**src/rtl/snake_game_ctrl_pkg.sv**
```systemverilog
// Shared types for the snake game sequencer: direction and FSM state encodings
// plus the reversal rule used by the direction arbiter.
package snake_game_ctrl_pkg;

   typedef enum logic [1:0] {
      DIR_RIGHT = 2'b00,
      DIR_UP    = 2'b01,
      DIR_LEFT  = 2'b10,
      DIR_DOWN  = 2'b11
   } dir_t;

   typedef enum logic [2:0] {
      ST_IDLE,
      ST_INIT,
      ST_PLAY,
      ST_PAUSE,
      ST_OVER
   } state_t;

   // Same axis (bit 0 equal) but opposite sense (bit 1 differs) is a reversal.
   function automatic logic is_opposite(input logic [1:0] d, input logic [1:0] cur);
      return (d[0] == cur[0]) && (d[1] != cur[1]);
   endfunction

endpackage

```
**src/rtl/snake_tick_gen.sv**
```systemverilog
// Variable-period tick timebase: free-running counter with freeze, period
// register that shrinks on request, a direction-commit strobe and a wrap strobe.
module snake_tick_gen #(
   parameter int unsigned TICK_INIT = 10_000_000,
   parameter int unsigned TICK_STEP = 500_000,
   parameter int unsigned TICK_MIN  = 2_000_000,
   parameter int unsigned PER_W     = $clog2(TICK_INIT + 1)
) (
   input  logic clk,
   input  logic rst,
   input  logic clear,
   input  logic en,
   input  logic shrink,
   output logic commit,
   output logic wrap
);

   localparam logic [PER_W-1:0] P_INIT     = PER_W'(TICK_INIT);
   localparam logic [PER_W-1:0] P_STEP     = PER_W'(TICK_STEP);
   localparam logic [PER_W-1:0] P_MIN      = PER_W'(TICK_MIN);
   localparam logic [PER_W-1:0] P_ONE      = PER_W'(1);
   localparam logic [PER_W:0]   SHRINK_MIN = (PER_W + 1)'(TICK_MIN + TICK_STEP);

   logic [PER_W-1:0] count;
   logic [PER_W-1:0] period;
   logic [PER_W-1:0] count_inc;
   logic [PER_W-1:0] last;
   logic             armed;

   assign count_inc = count + P_ONE;
   assign last      = period - P_ONE;

   // >= rather than == so a period shrunk below the running count wraps at once.
   assign wrap   = en && (count >= last);
   // Commit one cycle ahead of the wrap so the direction settles before the
   // tick; armed keeps it to once per period, and if a shrink skips the early
   // slot the commit coincides with the wrap instead of being lost.
   assign commit = en && !armed && (count_inc >= last);

   always_ff @(posedge clk or posedge rst) begin
      if (rst) begin
         count  <= '0;
         period <= P_INIT;
         armed  <= 1'b0;
      end else if (clear) begin
         count  <= '0;
         period <= P_INIT;
         armed  <= 1'b0;
      end else begin
         if (en) begin
            count <= wrap ? '0 : count_inc;
            if (wrap)
               armed <= 1'b0;
            else if (commit)
               armed <= 1'b1;
         end
         if (shrink)
            period <= ({1'b0, period} >= SHRINK_MIN) ? (period - P_STEP) : P_MIN;
      end
   end

endmodule

```
**src/rtl/snake_game_ctrl.sv**
```systemverilog
// Snake game sequencer: IDLE/INIT/PLAY/PAUSE/OVER control, direction
// arbitration with reversal lockout, score keeping and the game tick.
module snake_game_ctrl
   import snake_game_ctrl_pkg::*;
#(
   parameter int unsigned TICK_INIT = 10_000_000,
   parameter int unsigned TICK_STEP = 500_000,
   parameter int unsigned TICK_MIN  = 2_000_000,
   parameter int unsigned SCORE_W   = 8
) (
   input  logic               clk_100MHz,
   input  logic               reset,
   input  logic               btn_up,
   input  logic               btn_down,
   input  logic               btn_left,
   input  logic               btn_right,
   input  logic               btn_start,
   input  logic               food_eaten,
   input  logic               collision,
   output logic               game_tick,
   output logic [1:0]         snake_direction,
   output logic               snake_clear,
   output logic               game_run,
   output logic               game_over,
   output logic [SCORE_W-1:0] score
);

   localparam int unsigned PER_W = $clog2(TICK_INIT + 1);

   state_t state;
   state_t next_state;
   dir_t   cur_dir;
   dir_t   pend_dir;
   dir_t   pend_next;
   dir_t   cand;
   logic   cand_vld;
   logic   in_init;
   logic   in_play;
   logic   food_ok;
   logic   commit;
   logic   wrap;

   assign in_init = (state == ST_INIT);
   assign in_play = (state == ST_PLAY);
   // Collision wins over food in the same cycle: that food is never scored.
   assign food_ok = in_play && food_eaten && !collision;

   always_ff @(posedge clk_100MHz or posedge reset) begin
      if (reset)
         state <= ST_IDLE;
      else
         state <= next_state;
   end

   always_comb begin
      next_state = state;
      case (state)
         ST_IDLE:  if (btn_start) next_state = ST_INIT;
         ST_INIT:  next_state = ST_PLAY;
         ST_PLAY: begin
            if (collision)
               next_state = ST_OVER;
            else if (btn_start)
               next_state = ST_PAUSE;
         end
         ST_PAUSE: if (btn_start) next_state = ST_PLAY;
         ST_OVER:  if (btn_start) next_state = ST_INIT;
         default:  next_state = ST_IDLE;
      endcase
   end

   always_comb begin
      cand     = DIR_RIGHT;
      cand_vld = 1'b0;
      if (btn_up) begin
         cand     = DIR_UP;
         cand_vld = 1'b1;
      end else if (btn_down) begin
         cand     = DIR_DOWN;
         cand_vld = 1'b1;
      end else if (btn_left) begin
         cand     = DIR_LEFT;
         cand_vld = 1'b1;
      end else if (btn_right) begin
         cand     = DIR_RIGHT;
         cand_vld = 1'b1;
      end
      pend_next = pend_dir;
      if (cand_vld && !is_opposite(cand, cur_dir))
         pend_next = cand;
   end

   snake_tick_gen #(
      .TICK_INIT (TICK_INIT),
      .TICK_STEP (TICK_STEP),
      .TICK_MIN  (TICK_MIN),
      .PER_W     (PER_W)
   ) u_tick_gen (
      .clk    (clk_100MHz),
      .rst    (reset),
      .clear  (in_init),
      .en     (in_play),
      .shrink (food_ok),
      .commit (commit),
      .wrap   (wrap)
   );

   // Status outputs are registered from next_state so they line up with state.
   always_ff @(posedge clk_100MHz or posedge reset) begin
      if (reset) begin
         game_tick   <= 1'b0;
         snake_clear <= 1'b0;
         game_run    <= 1'b0;
         game_over   <= 1'b0;
         score       <= '0;
         cur_dir     <= DIR_RIGHT;
         pend_dir    <= DIR_RIGHT;
      end else begin
         game_tick   <= wrap;
         snake_clear <= (next_state == ST_INIT);
         game_run    <= (next_state == ST_PLAY);
         game_over   <= (next_state == ST_OVER);
         case (state)
            ST_INIT: begin
               score    <= '0;
               cur_dir  <= DIR_RIGHT;
               pend_dir <= DIR_RIGHT;
            end
            ST_PLAY: begin
               pend_dir <= pend_next;
               if (commit)
                  cur_dir <= pend_next;
               if (food_ok && (score != '1))
                  score <= score + SCORE_W'(1);
            end
            default: ;
         endcase
      end
   end

   assign snake_direction = cur_dir;

endmodule

```
**config.mk**
```make
export PLATFORM = sky130hd
export DESIGN_NAME = snake_game_ctrl
export DESIGN_NICKNAME = d
export VERILOG_FILES = /design/src/rtl/snake_game_ctrl_pkg.sv /design/src/rtl/snake_tick_gen.sv /design/src/rtl/snake_game_ctrl.sv
export SDC_FILE = /design/constraint.sdc
export NUM_CORES = 1
export LEC_CHECK = 0
export ABC_AREA = 1
export CAP_MARGIN = 20
export CORE_AREA = 5 5 70 135
export CTS_CLUSTER_SIZE = 28
export DETAILED_ROUTE_END_ITERATION = 6
export DIE_AREA = 0 0 75 140
export PLACE_DENSITY = 0.76
export SETUP_SLACK_MARGIN = 0.5
export SYNTH_ARGS = -nofsm -noshare
export SYNTH_HDL_FRONTEND = slang
export SYNTH_SLANG_ARGS = --single-unit
```
**constraint.sdc**
```tcl
create_clock -name clk_100MHz -period 3.42 [get_ports clk_100MHz]
set_input_delay 0.513 -clock clk_100MHz [delete_from_list [all_inputs] [get_ports clk_100MHz]]
set_output_delay 0.513 -clock clk_100MHz [all_outputs]
set_load 0.01 [all_outputs]
```
==> impl_metrics.env, run 1 <==
export IMPL_drt_first_pass_iters=5
export IMPL_cts_tree="built"
export IMPL_worst_setup_hold_path_clk_slew_ns=0.06
export IMPL_cts_made_buffers=9
export IMPL_dieArea_mm2=0.0105
export IMPL_p_total_w=0.00447
export IMPL_wl_met1_um=4940
export IMPL_antennaDiodeCount=0
export IMPL_hold_viol=0
export IMPL_cts_root_buf="clkbuf_16"
export IMPL_drv_cap=0
export IMPL_drc=0
export IMPL_syn_area_per_cell_um2=7.17
export IMPL_reg2reg_depth=21
export IMPL_gp_congestion=0.946
export IMPL_cp_arrival_ns=3.27
export IMPL_cp_end_kind="flip-flop"
export IMPL_fillers=623
export IMPL_vdd_drop_max_mv=0.504
export IMPL_met2WireLength_um=8110
export IMPL_power_per_cell_area_mw_per_mm2=738
export IMPL_die_y_um=140
export IMPL_io_pins=23
export IMPL_ant_nets=0
export IMPL_layout_cells_non_filler=850
export IMPL_top_layer_used="met4"
export IMPL_path_class="flip-flop to flip-flop"
export IMPL_synth_edf_count=0
export IMPL_start_util_pct=59.8
export IMPL_crit_slowest_cell="dfrtp_1"
export IMPL_grt_max_degree=64
export IMPL_totalNegativeSetupSlack_ns=0
export IMPL_io_buffers=22
export IMPL_grt_overflow=0
export IMPL_insertion_delay_ns=0.34
export IMPL_crit_path_max_fanout=5
export IMPL_dieWidth_um=75
export IMPL_crit_required_ns=3.70
export IMPL_seq_area_frac_synth_pct=32.0
export IMPL_final_layout_size_suffix_gt1_share_pct=21.0
export IMPL_status="completed"
export IMPL_routedWlPerCell_um=17.5
export IMPL_vias=5049
export IMPL_antenna_found_initial=0
export IMPL_worst_path_buf_inv=2
export IMPL_syn_inst=692
export IMPL_relSlewSlack_pct=44.8
export IMPL_yosysWarnings=0
export IMPL_slowest_delay_ns=0.43
export IMPL_rsz0062_at_grt="yes"
export IMPL_wl_met3_um=641
export IMPL_design_core_area_mm2=0.00829
export IMPL_synth_seq_cells=63
export IMPL_hold_depth=2
export IMPL_drt_iter0_drc=466
export IMPL_grt_pass1_vias=5144
export IMPL_min_from="pend_dir[1]"
export IMPL_dp_cells=808
export IMPL_grt_pass1_wl_um=23900
export IMPL_synth_nets=740
export IMPL_post_route_period_util_pct=87.6
export IMPL_numClockSinks=63
export IMPL_fin_skew_ns=0.00529
export IMPL_cp_top_family="simple AND/OR/NAND/NOR gates"
export IMPL_layout_commonest_cell="nand2_1"
export IMPL_layout_min_cycle_time_ns=3.00
export IMPL_cts_max_level=3
export IMPL_min_to="pend_dir[1]"
export IMPL_grt_usage_pct=29.6
export IMPL_p_leak_nw=3.02
export IMPL_final_cell_mix="nand2_1 (160), inv_1 (81), nor2_1 (66), dfrtp_1 (52), nand3_1 (42)"
export IMPL_slew_viol_final=0
export IMPL_nNetsFinal=795
export IMPL_cts_hold_buf=0
export IMPL_synthArstFlopShare_pct=100
export IMPL_critPathLaunchType="flip-flop"
export IMPL_hpwl_um=10400
export IMPL_routed_via_density=5.94
export IMPL_rrSetupSlack_ns=0.42
export IMPL_syn_area_mm2=0.00496
export IMPL_synth_distinct_cells=46
export IMPL_max_freq_ghz=0.334
export IMPL_worst_slew_pin_slew_ns=0.829
export IMPL_rows=47
export IMPL_r2r_start="u_tick_gen.period[11]"
export IMPL_r2r_end="u_tick_gen.count[16]"
export IMPL_path_cells="nor2_1 -> nand2_2 -> nor3_4 -> nand2_2 -> nor2_4 -> nor2_4 -> a21oi_4 -> ha_4 -> buf_4 -> a21oi_1 -> nand3_1 -> nor2_1 -> nor2_1 -> nand2_1 -> nand3b_1 -> nand2_1 -> nand2_2 -> nand2_4 -> buf_6 -> nand3_1 -> nand2_1"
export IMPL_drt_wl_total_um=14900
export IMPL_clock_path_buffers=2
export IMPL_syn_to_final_growth_pct=22.0
export IMPL_hp_class="flip-flop to flip-flop"
export IMPL_setup_violations=0
export IMPL_synth_ff_type="dfrtp_1"
[kinds of logic after synthesis]
kind of cell | after synthesis | synth area share, %
flops | 63 | 32.0
mux | 1 | 0.202
compound gates | 91 | 10.8
simple gates | 361 | 32.6
buf+inv | 102 | 8.40
fa+ha+maj | 39 | 9.84
xor+xnor | 35 | 6.18
[worst max path at each step]
stage / slack, ns / startpoint / endpoint / cells past startpoint
after detailed placement: 0.20 / u_tick_gen.period[5] / u_tick_gen.count[15] / 20
after floorplan: 0.60 / u_tick_gen.period[5] / u_tick_gen.armed / 23
after global placement: 0.35 / u_tick_gen.period[5] / u_tick_gen.count[21] / 20
after CTS: 0.51 / u_tick_gen.period[5] / u_tick_gen.count[0] / 23
after global routing: 0.26 / u_tick_gen.period[11] / u_tick_gen.count[0] / 22
final: 0.42 / u_tick_gen.period[11] / u_tick_gen.count[16] / 21
[sequential cells by signal, indices dropped and copies added, names as in the netlist]
signal             flops
u_tick_gen.count      24
u_tick_gen.period     19
score                  8
state                  3
pend_dir               2
snake_direction        2
game_over              1
game_run               1
game_tick              1
snake_clear            1
u_tick_gen.armed       1
[where the power goes]
group	internal (W)	switching [W]	leakage, nW
Clock	0.000565	0.000364	0.145
Sequential	0.000973	0.000240	0.821
Combinational	0.000793	0.00153	2.05
[worst min-delay path: stages, from the launching register on]
cell and delay [ns]:
dfrtp_1 0.34, nand2_1 0.05, o21ai_0 0.06
[Yosys cell counts, types with 5 or more instances]
cell | count | area [um^2]
nor3_1 | 8 | 40.0
a21oi_1 | 31 | 155
nand3_1 | 46 | 230
inv_1 | 87 | 327
dfrtp_1 | 55 | 1380
ha_1 | 39 | 488
inv_2 | 5 | 18.8
xor2_1 | 31 | 272
nor2_2 | 19 | 119
o22ai_1 | 7 | 43.8
o21ai_0 | 28 | 140
nand4_1 | 16 | 100
dfstp_2 | 8 | 210
nand2_2 | 8 | 50.1
nor2_1 | 76 | 285
a31oi_1 | 6 | 37.5
nand2_1 | 172 | 646
[layout make-up]
class,instances,area [um^2],area share [%]
multi-input combinational,528,3230,53.4
sequential,63,1590,26.3
timing repair buffer,53,460,7.61
inverter,92,345,5.71
clock buffer,9,225,3.72
tap,98,123,2.03
clock inverter,7,73.8,1.22
[layer usage]
| layer | GRT usage, % | up-vias |
|---|---|---|
| li1 | - | 2365 |
| met1 | 29.5 | 2371 |
| met2 | 54.2 | 221 |
| met3 | 4.09 | 92 |
| met4 | 18.3 | 0 |
| met5 | 0 | - |
[through the flow]
step                      hold slack, ns  setup slack [ns]  utilization (%)  area (um^2)
after floorplan                    0.450             0.601                -         4960
after global placement             0.464             0.354             63.6         5280
after detailed placement           0.479             0.201             63.6         5280
after CTS                          0.492             0.512             69.7         5780
after global routing               0.534             0.261             73.0         6050
final                              0.494             0.424             73.0         6050
[repair_timing]
action                                  4_1_cts  5_1_grt
pin swaps                                     8       26
gates cloned                                  2        0
buffers inserted                             12       12
endpoints found under the setup margin       28       28
hold endpoints to repair                      0        0
resized for setup                            26       48
Note: power is estimated with default switching activity, not from simulation.
==> run 2: changes to the inputs <==
Settings changed: CORE_AREA 5 5 70 135 to 5 5 92 102, DIE_AREA 0 0 75 140 to 0 0 97 107, PLACE_DENSITY 0.76 to 0.77.
==> impl_metrics.env, run 2 (synthesized netlist as in run 1, its figures left out) <==
export IMPL_status="completed"
export IMPL_gp_congestion=0.957
export IMPL_hold_depth=2
export IMPL_routed_via_density=5.72
export IMPL_cts_max_level=3
export IMPL_drt_wl_total_um=13700
export IMPL_rsz0062_at_grt="yes"
export IMPL_fin_skew_ns=0.0151
export IMPL_crit_required_ns=3.67
export IMPL_drt_first_pass_iters=5
export IMPL_routedWlPerCell_um=15.8
export IMPL_cts_tree="built"
export IMPL_power_per_cell_area_mw_per_mm2=686
export IMPL_grt_overflow=0
export IMPL_cts_root_buf="clkbuf_8"
export IMPL_grt_max_degree=37
export IMPL_dieArea_mm2=0.0104
export IMPL_numClockSinks=63
export IMPL_hold_viol=0
export IMPL_antennaDiodeCount=0
export IMPL_io_pins=23
export IMPL_dieWidth_um=97
export IMPL_insertion_delay_ns=0.36
export IMPL_totalNegativeSetupSlack_ns=0
export IMPL_grt_pass1_wl_um=22100
export IMPL_drc=0
export IMPL_start_util_pct=59.9
export IMPL_ant_nets=0
export IMPL_cts_hold_buf=0
export IMPL_relSlewSlack_pct=55.6
export IMPL_reg2reg_depth=21
export IMPL_rows=35
export IMPL_worst_setup_hold_path_clk_slew_ns=0.08
export IMPL_grt_pass1_vias=4767
export IMPL_cts_made_buffers=9
export IMPL_vdd_drop_max_mv=0.613
export IMPL_final_cell_mix="nand2_1 (158), inv_1 (82), nor2_1 (67), dfrtp_1 (52), nand3_1 (38)"
export IMPL_worst_slew_pin_slew_ns=0.664
export IMPL_layout_cells_non_filler=867
export IMPL_setup_violations=0
export IMPL_grt_usage_pct=26.4
export IMPL_vias=4956
export IMPL_clock_path_buffers=2
export IMPL_io_buffers=22
export IMPL_layout_commonest_cell="nand2_1"
export IMPL_final_layout_size_suffix_gt1_share_pct=21.7
export IMPL_drv_cap=0
export IMPL_hp_class="flip-flop to flip-flop"
export IMPL_max_freq_ghz=0.339
export IMPL_p_leak_nw=3.01
export IMPL_slew_viol_final=0
export IMPL_cp_end_kind="flip-flop"
export IMPL_post_route_period_util_pct=86.2
export IMPL_path_class="flip-flop to flip-flop"
export IMPL_die_y_um=107
export IMPL_design_core_area_mm2=0.00828
export IMPL_hpwl_um=9250
export IMPL_syn_to_final_growth_pct=21.3
export IMPL_cp_arrival_ns=3.20
export IMPL_critPathLaunchType="flip-flop"
export IMPL_dp_cells=821
export IMPL_crit_path_max_fanout=6
export IMPL_largest_register_ffs=24
export IMPL_layout_min_cycle_time_ns=2.95
export IMPL_largest_register="u_tick_gen.count"
export IMPL_antenna_found_initial=0
export IMPL_nNetsFinal=799
export IMPL_drt_iter0_drc=345
export IMPL_reg_top3="u_tick_gen.count: 24 flops, u_tick_gen.period: 19 flops, score: 8 flops"
-- run 2: cell types whose count changed in the layout (fill, tap and decap cells not counted), moves of 3 or more --
cell       delta
clkbuf_8     +10
nand3_1       -4
clkinv_4      -3
buf_4         +3
nand3_2       +5
clkbuf_16     -9
-- run 2: layer usage --
layer | up-vias | track usage [%] | wire (um)
met4 | 0 | 12.6 | 605
met2 | 171 | 47.3 | 6980
met5 | - | 0 | 0
met3 | 47 | 3.58 | 599
li1 | 2369 | - | -
met1 | 2369 | 31.0 | 5500
-- run 2: area by class of cell --
class	count	area, um^2
Tap cell	111	139
Multi-Input combinational cell	528	3270
Inverter	92	348
Fill cell	632	2260
Clock inverter	4	22.5
Timing Repair Buffer	57	503
Clock buffer	12	145
Sequential cell	63	1590
-- run 2: path summary, 6_finish.rpt --
check	from	endpoint	slack, ns
hold / removal	pend_dir[0]	pend_dir[0]	0.49
hold reg to reg	pend_dir[0]	pend_dir[0]	0.49
max in group asynchronous	reset	u_tick_gen.count[19]	2.26
setup / recovery	u_tick_gen.period[6]	u_tick_gen.count[1]	0.47
setup reg to reg	u_tick_gen.period[6]	u_tick_gen.count[1]	0.47
min in group asynchronous	reset	u_tick_gen.period[13]	0.56
-- run 2: metrics by stage --
| stage | cell area, um^2 | hold WS, ns | setup WS [ns] | utilization [%] | power (W) |
|---|---|---|---|---|---|
| 2_1_floorplan | 4960 | 0.450 | 0.601 | - | 0.00270 |
| 3_3_place_gp | 5310 | 0.468 | 0.211 | 64.1 | 0.00313 |
| 3_5_place_dp | 5310 | 0.471 | 0.0446 | 64.1 | 0.00322 |
| 4_1_cts | 5730 | 0.490 | 0.501 | 69.2 | 0.00395 |
| 5_1_grt | 6020 | 0.524 | 0.258 | 72.7 | 0.00447 |
| 6_report | 6020 | 0.493 | 0.471 | 72.7 | 0.00413 |
-- run 2: power by group --
group,switching (W),total (W),internal (W)
registers,0.000247,0.00122,0.000972
logic,0.00150,0.00232,0.000820
clock network,0.000311,0.000590,0.000280
total,0.00206,0.00413,0.00207
-- run 2: what timing repair did --
item,4_1_cts,5_1_grt
buffers inserted,15,13
gates cloned,2,0
endpoints found under the setup margin,28,28
pin swaps,8,38
resized for setup,33,45
-- run 2: critical path: stages (launching register included) --
cell and delay (ns):
dfrtp_1 0.40, buf_4 0.15, nor2_2 0.15, nand2_2 0.11, nor2_4 0.12, nand2_1 0.09
xor2_1 0.17, ha_1 0.31, nand2_1 0.07, nor2_2 0.13, nand4_1 0.13, a21oi_2 0.14
nor2_1 0.08, nor2_1 0.11, nand2_1 0.06, nand3b_1 0.08, nand2_1 0.07, nand2_2 0.08
nand2_4 0.10, buf_6 0.16, nand3_1 0.07, nand2_1 0.07
